### src/rtl/sample_rate_divider_pkg.sv
// Shared sniffer constants: default probe/divider widths, core clock rate, counter op codes.
// Latency: n/a (package only).
// Backpressure: n/a (package only).
package sample_rate_divider_pkg;

    // Default width of a captured probe word.
    localparam int SNIFFER_DATA_WIDTH = 32;

    // Default width of the divider register and its down-counter.
    localparam int SNIFFER_DIV_WIDTH  = 24;

    // Core clock frequency feeding the whole sniffer.
    localparam int CORE_CLK_HZ        = 100_000_000;

    // Operation applied to the reload down-counter in a given cycle.
    //   CNT_HOLD   : nothing changes
    //   CNT_LOAD   : new divisor captured, count restarts from zero
    //   CNT_RELOAD : sample taken, count reloaded from the divisor
    //   CNT_DEC    : valid word consumed mid-period, count steps down
    typedef enum logic [1:0] {
        CNT_HOLD   = 2'd0,
        CNT_LOAD   = 2'd1,
        CNT_RELOAD = 2'd2,
        CNT_DEC    = 2'd3
    } cnt_op_e;

endpackage : sample_rate_divider_pkg

### src/rtl/sample_rate_divider_reload_down_counter.sv
// Divisor register plus saturating down-counter with load/reload/decrement and zero flag.
// Latency: one clock from op to updated count/divisor.
// Backpressure: none; the op input is acted on every cycle.
module reload_down_counter
    import sample_rate_divider_pkg::*;
#(
    parameter int WIDTH = SNIFFER_DIV_WIDTH
) (
    input  logic             clock,
    input  logic             reset,
    input  cnt_op_e          op,
    input  logic [WIDTH-1:0] load_value,
    output logic [WIDTH-1:0] div_reg,
    output logic [WIDTH-1:0] count,
    output logic             zero,
    output logic             half_hit
);

    localparam logic [WIDTH-1:0] ONE = {{(WIDTH-1){1'b0}}, 1'b1};

    // Value the count takes on a decrement; only used when count is non-zero.
    logic [WIDTH-1:0] count_dec;

    // Zero flag, decremented value and "next decrement lands on the half point" flag.
    always_comb begin
        zero      = (count == '0);
        count_dec = count - ONE;
        half_hit  = (count_dec == (div_reg >> 1));
    end

    // Divisor and counter state; the count never wraps below zero.
    always_ff @(posedge clock) begin
        if (reset) begin
            div_reg <= '0;
            count   <= '0;
        end else begin
            case (op)
                CNT_LOAD: begin
                    div_reg <= load_value;
                    count   <= '0;
                end
                CNT_RELOAD: begin
                    count <= div_reg;
                end
                CNT_DEC: begin
                    if (!zero) begin
                        count <= count_dec;
                    end
                end
                default: begin
                    count <= count;
                end
            endcase
        end
    end

endmodule : reload_down_counter

### src/rtl/sample_rate_divider.sv
// Decimates a probe stream: keeps one valid word out of every (divisor+1), with a ~50% duty marker.
// Latency: one clock from in_data to sample_data/sample_valid.
// Backpressure: none; in_valid words are always accepted, decimation is only the sample_valid enable.
module sample_rate_divider
    import sample_rate_divider_pkg::*;
#(
    parameter int DATA_WIDTH = SNIFFER_DATA_WIDTH,
    parameter int DIV_WIDTH  = SNIFFER_DIV_WIDTH
) (
    input  logic                  clock,
    input  logic                  reset,
    input  logic                  set_divider,
    input  logic [DIV_WIDTH-1:0]  divider_in,
    input  logic                  in_valid,
    input  logic [DATA_WIDTH-1:0] in_data,
    output logic                  sample_valid,
    output logic [DATA_WIDTH-1:0] sample_data,
    output logic                  ready50
);

    cnt_op_e              cnt_op;
    logic [DIV_WIDTH-1:0] div_reg;
    logic [DIV_WIDTH-1:0] count;
    logic                 cnt_zero;
    logic                 cnt_half_hit;

    reload_down_counter #(
        .WIDTH (DIV_WIDTH)
    ) u_counter (
        .clock      (clock),
        .reset      (reset),
        .op         (cnt_op),
        .load_value (divider_in),
        .div_reg    (div_reg),
        .count      (count),
        .zero       (cnt_zero),
        .half_hit   (cnt_half_hit)
    );

    // Choose this cycle's counter op: a divisor load aborts any period in flight
    // and swallows a coincident valid word; otherwise a valid word either samples
    // (count exhausted) or steps the count down.
    always_comb begin
        cnt_op = CNT_HOLD;
        if (set_divider) begin
            cnt_op = CNT_LOAD;
        end else if (in_valid) begin
            cnt_op = cnt_zero ? CNT_RELOAD : CNT_DEC;
        end
    end

    // Output strobe, held sample word and duty marker, driven from the chosen op.
    always_ff @(posedge clock) begin
        if (reset) begin
            sample_valid <= 1'b0;
            sample_data  <= '0;
            ready50      <= 1'b0;
        end else begin
            sample_valid <= 1'b0;
            case (cnt_op)
                CNT_LOAD: begin
                    ready50 <= 1'b0;
                end
                CNT_RELOAD: begin
                    sample_valid <= 1'b1;
                    sample_data  <= in_data;
                    // With divide-by-1 there is no mid-period drop point, so the
                    // marker toggles per sample instead to keep ~50% duty.
                    ready50      <= (div_reg != '0) ? 1'b1 : ~ready50;
                end
                CNT_DEC: begin
                    if (cnt_half_hit) begin
                        ready50 <= 1'b0;
                    end
                end
                default: begin
                    ready50 <= ready50;
                end
            endcase
        end
    end

    // Counter value is only observed through the zero/half flags at this level.
    logic unused_count;
    assign unused_count = ^count;

endmodule : sample_rate_divider

### config.mk
export PLATFORM = sky130hd
export DESIGN_NAME = sample_rate_divider
export DESIGN_NICKNAME = d
export VERILOG_FILES = /design/src/rtl/sample_rate_divider_pkg.sv /design/src/rtl/sample_rate_divider_reload_down_counter.sv /design/src/rtl/sample_rate_divider.sv
export SDC_FILE = /design/constraint.sdc
export NUM_CORES = 1
export LEC_CHECK = 0
export CAP_MARGIN = 20
export CORE_ASPECT_RATIO = 0.7
export CORE_UTILIZATION = 30
export DETAILED_ROUTE_END_ITERATION = 8
export PLACE_DENSITY = 0.63
export RECOVER_POWER = 100
export SLEW_MARGIN = 20
export SYNTH_ARGS = -nofsm -noshare
export SYNTH_HDL_FRONTEND = slang
export SYNTH_SLANG_ARGS = --single-unit
### constraint.sdc
create_clock -name clock -period 3.3 [get_ports clock]
set_clock_uncertainty 0.15 [all_clocks]
set_input_delay 0.825 -clock clock [delete_from_list [all_inputs] [get_ports clock]]
set_output_delay 0.825 -clock clock [all_outputs]
set_load 0.01 [all_outputs]
## Word-level counts from Yosys, hierarchy flattened

Cells that the tools add are included.

- Register bits after elaboration: 82
- Word-level logic and storage cells: 27
- Output and inout port bits: 34

- Eq/ne operators: 6
- Add/sub/neg operators: 1
- Bitwise gates (word level): 1
- Multiplexer cells: 9
- Reduce and logical (&&, ||, !) cells: 5

Operator list:

| cell | number |
|---|---|
| 24-bit one-hot mux with 3 select lines | 1 |
| 24-bit by 23-bit == test with 1-bit output | 1 |
| 24-bit zero test | 1 |
| 24-bit two-way mux | 1 |
| 24-bit nonzero test | 1 |
| 24-bit by 1-bit subtractor with 24-bit output (second input constant) | 1 |
| 2-bit == test (second input constant) | 2 |
| 1-bit two-way mux | 4 |
| 2-bit two-way mux | 2 |
| 2-bit inequality test (second input constant) | 2 |
| 2-bit AND reduction | 2 |
| 1-bit one-hot mux with 3 select lines | 1 |
| 3-bit nonzero test | 1 |
| 2-bit by 1-bit == test with 1-bit output (second input constant) | 1 |
| 1-bit NOT | 1 |

## Depth between registers and ports, before layout

- Word-level depth: 7
- Depth in mapped cells: 11

## Hierarchy

From an unflattened synthesis, not the netlist that was laid out.

- Cells, all modules: 550
- Area total of the unflattened synthesis: 4485.6 µm²

Modules (own cells, without submodules):

| module | area an instance (µm²) | instances | cells each | sequential area each (µm²) |
|---|---|---|---|---|
| reload_down_counter | 3135.5 | 1 | 389 | 960.9 |
| sample_rate_divider | 1350.0 | 1 | 161 | 680.7 |

## Worst setup path before layout

No wires, ideal clock.

- Kind: reg-to-reg
- Start point: register u_counter.count[0]
- End point: register ready50
- Data arrival time: 2.562 ns
- Buffers on the path: 1
- Stages on the path, launching flop included: 11
- Slack: 0.460 ns
- Setup time: 0.128 ns
- Required time: 3.022 ns
- Cell sequence: dfxtp_1 inv_1 ha_1 clkbuf_1 or3b_2 or4_4 nor4_4 xnor2_1 nand4_1 nor4_1 a21oi_2

- Word-level cells in the longest chain between the ends: 7
- Elaborated cells on any way between the ends: 13
- Classes of those cells: add/sub (1); eq/ne (5); mux (4); reduce/logical (3)

RTL lines:

| what | RTL line | text |
|---|---|---|
| from (decl) | sample_rate_divider_reload_down_counter.sv:14 | `output logic [WIDTH-1:0] count,` |
| from (signal assigned) | sample_rate_divider_reload_down_counter.sv:43 | `count <= div_reg;` |
| from (signal assigned) | sample_rate_divider_reload_down_counter.sv:47 | `count <= count_dec;` |
| from (signal assigned) | sample_rate_divider_reload_down_counter.sv:51 | `count <= count;` |
| parallel branches: the longest is 7 deep, another holds 24-bit by 1-bit subtractor with 24-bit output | n/a |  |
| to (signal assigned) | sample_rate_divider.sv:69 | `ready50 <= (div_reg != '0) ? 1'b1 : ~ready50;` |
| to (signal assigned) | sample_rate_divider.sv:77 | `ready50 <= ready50;` |
| to (decl) | sample_rate_divider.sv:18 | `output logic ready50` |

Parallel ways; which one is timed is not known.
A chain may end at the register's enable or synchronous reset.

## Final worst setup path

- Start point: register u_counter.count[12]
- End point: register u_counter.count[20]

- Word-level cells in the longest chain between the ends: 7
- Elaborated cells on any way between the ends: 13
- Classes of those cells: add/sub (1); eq/ne (4); mux (5); reduce/logical (3)

RTL lines:

| what |
|---|
| parallel branches: the longest is 7 deep, another holds 24-bit by 1-bit subtractor with 24-bit output |

Parallel ways; which one is timed is not known. The select of a mux whose other input is x is not followed.

==> flow_summary.ini <==
[pwr]
powerDensity_nw_per_um2 = 601
p_leak_uw = 0.00217
peakVddDrop_uv = 258

[sta]
setup_viol = 0
period_share_pct = 92.0
fin_crit_ns = 3.04
finalHoldViolCount = 0
worst_pin_slew_ns = 0.950
max_freq_ghz = 0.329
maxSlewViolCount = 0
slew_headroom_pct = 36.6
rsz0062_at_grt = no
setup_tns_ns = 0

[finish]
drive_gt1_share_pct = 7.21
final_area_um2 = 5690
n_antenna_cell = 0
final_cell_mix = nand2_1 (105), dfxtp_1 (82), nor2_1 (60)
final_common_cell = nand2_1
areaGrowthSynthToFinish_pct = 31.3
largest_reg_flops = 32
nets = 681

[placed_design]
port_buffers = 93
placed_area_um2 = 5380
dp_hpwl_mm = 9.17
gp_congestion = 0.910

[min_path]
hp-start = sample_data[29]$_SDFFE_PP0P_
min_path_type = reg -> reg
hold_path_depth = 2

[die]
die_x_um = 146
core_area_um2 = 14000
boundaryPins = 94
num_rows = 36
die_h_um = 103
die_area_um2 = 14900
start_util_pct = 30.9

[clocking]
cts_tree = done
cts_resized = 0
h-tree-depth = 3
clock-sinks = 82
clk_path_buf_depth = 2
post_cts_buffers = 0
numCtsBuffers = 9
cts_hold_buf = 0
clk_latency_ns = 0.34
cts.reportedPaths.clkPinSlew_ns = 0.07
root_buffer = clkbuf_16

[grt]
grt_usage_pct = 17.1
antenna_found_initial = 0
grt_pass1_vias = 3892
grt_max_degree = 53
grt.overflow.total = 0
grt_pass1_wl_mm = 20.3

[synthesis]
synth_top_cell_by_area = dfxtp_1
synth.area.top_cells = dfxtp_1 (38%), nand2_1 (9.1%), mux2i_1 (6.0%), nor2_1 (5.2%), xnor2_1 (4.6%)
synth_edf_count = 0
synth_area_per_cell_um2 = 7.98
yosysSeqAreaShare_pct = 37.9
synth_cell_types = 55
synth_top_area_share_pct = 37.9
synth_seq_cells = 82
synth_fp_nets = 605
netlist_instances = 543
synthArstFlopShare_pct = 0
synthesis.area_um2 = 4330
yosysWarnings = 0
ys.flop_type = dfxtp_1

[worst_setup_path]
worstRegToRegCells = 8
cp_slowest_cell = or4_1
crit_family = simple AND/OR/NAND/NOR gates
crit_arrival_ns = 3.16
cp_num_buf_inv = 1
endpoint_kind = flop
crit_start = u_counter.count[12]$_SDFFE_PP0P_
cp_common_cell = nand2_1
startpoint_type = flop
path_class = reg -> reg
cp_cell_sequence = or4_1 -> nor4_4 -> and4_1 -> clkbuf_1 -> nand2_1 -> o41ai_1 -> nand2_1 -> a21oi_1
reg2reg_from = u_counter.count[12]$_SDFFE_PP0P_
cp.required_ns = 3.42
path_max_fanout = 11
slowest_delay_ns = 0.71
path_depth = 8

[routing]
first_pass_iters = 5
drc = 0
ant_nets = 0
vias = 4138
drtIter0Drc = 394
routed_wl_mm = 12.7
vias_per_cell = 5.08
post_drt_wl_per_cell_um = 15.6

[outcome]
status = finished clean

[run]
maxCapViolCount = 0
cells in the mapped netlist (3+ instances only):
cell      count
or4_4         4
and2_1        3
clkbuf_1     19
nand2b_1      4
nand3_1       8
nor3_1        8
nand3b_1      3
o31ai_1       9
a31oi_1       3
buf_2        11
nor2_1       60
o21ai_0      25
buf_6         7
or2_2         3
a211oi_1      3
xnor2_1      23
a22oi_1      12
inv_1         8
xor2_1       11
nand4_1       5
nor4_1       11
a21oi_2       5
mux2i_1      26
nor3b_1       3
nand2_1     105
buf_1         4
dfxtp_1      82
or3_1         5
a21oi_1      36
cells by family (layout without fill, tap and decap cells):
| family | count (synthesis) | in the layout | synth area share [%] |
|---|---|---|---|
| xor gates and xnor gates | 34 | 34 | 6.87 |
| buffers and inverters | 50 | 131 | 5.95 |
| adders and majority gates | 2 | 2 | 0.577 |
| and+or+nand+nor | 234 | 234 | 25.6 |
| DFF | 82 | 82 | 37.9 |
| muxes | 26 | 26 | 6.01 |
| AOI/OAI and AO/OA | 115 | 115 | 17.1 |
layout make-up:
| cell class | count | area (um^2) |
|---|---|---|
| Sequential cell | 82 | 1640 |
| Timing Repair Buffer | 107 | 1020 |
| Clock buffer | 9 | 225 |
| Inverter | 8 | 30.0 |
| Fill cell | 1383 | 8320 |
| Tap cell | 190 | 238 |
| Clock inverter | 7 | 106 |
| Multi-Input combinational cell | 411 | 2430 |
through the flow:
stage          power [uW]  utilization, %  worst slack [ns]  std cells  hold WS, ns
2_1_floorplan        1970               -             0.460        543        0.305
3_3_place_gp         2290            38.4             0.394        798        0.288
3_5_place_dp         2320            38.4             0.308        798        0.295
4_1_cts              3450            40.8             0.312        814        0.305
5_1_grt              3610            40.6            0.0812        814        0.314
6_report             3420            40.6             0.262        814        0.300
worst reg2reg max path: stages, from the launching register on:
cell      delay [ns]
dfxtp_1         0.39
or4_1           0.71
nor4_4          0.58
and4_1          0.29
clkbuf_1        0.41
nand2_1         0.13
o41ai_1         0.08
nand2_1         0.09
a21oi_1         0.15
layer usage:
layer / global-route usage [%] / part of all wire [%]
met5: 0 / 0
met4: 4.70 / 1.0
met3: 5.13 / 7.5
met2: 25.0 / 42
met1: 24.4 / 50
worst paths after layout:
check             slack, ns                               end
setup reg to reg       0.26  u_counter.count[20]$_SDFFE_PP0P_
hold reg to reg        0.30      sample_data[29]$_SDFFE_PP0P_
setup / recovery       0.26  u_counter.count[20]$_SDFFE_PP0P_
hold / removal         0.30      sample_data[29]$_SDFFE_PP0P_
power by group:
| part | switching [uW] | total (uW) | internal, uW |
|---|---|---|---|
| registers | 91.4 | 1160 | 1060 |
| logic | 635 | 1140 | 501 |
| clock network | 446 | 1120 | 678 |
No activity file was read; power rests on OpenSTA's default activity.
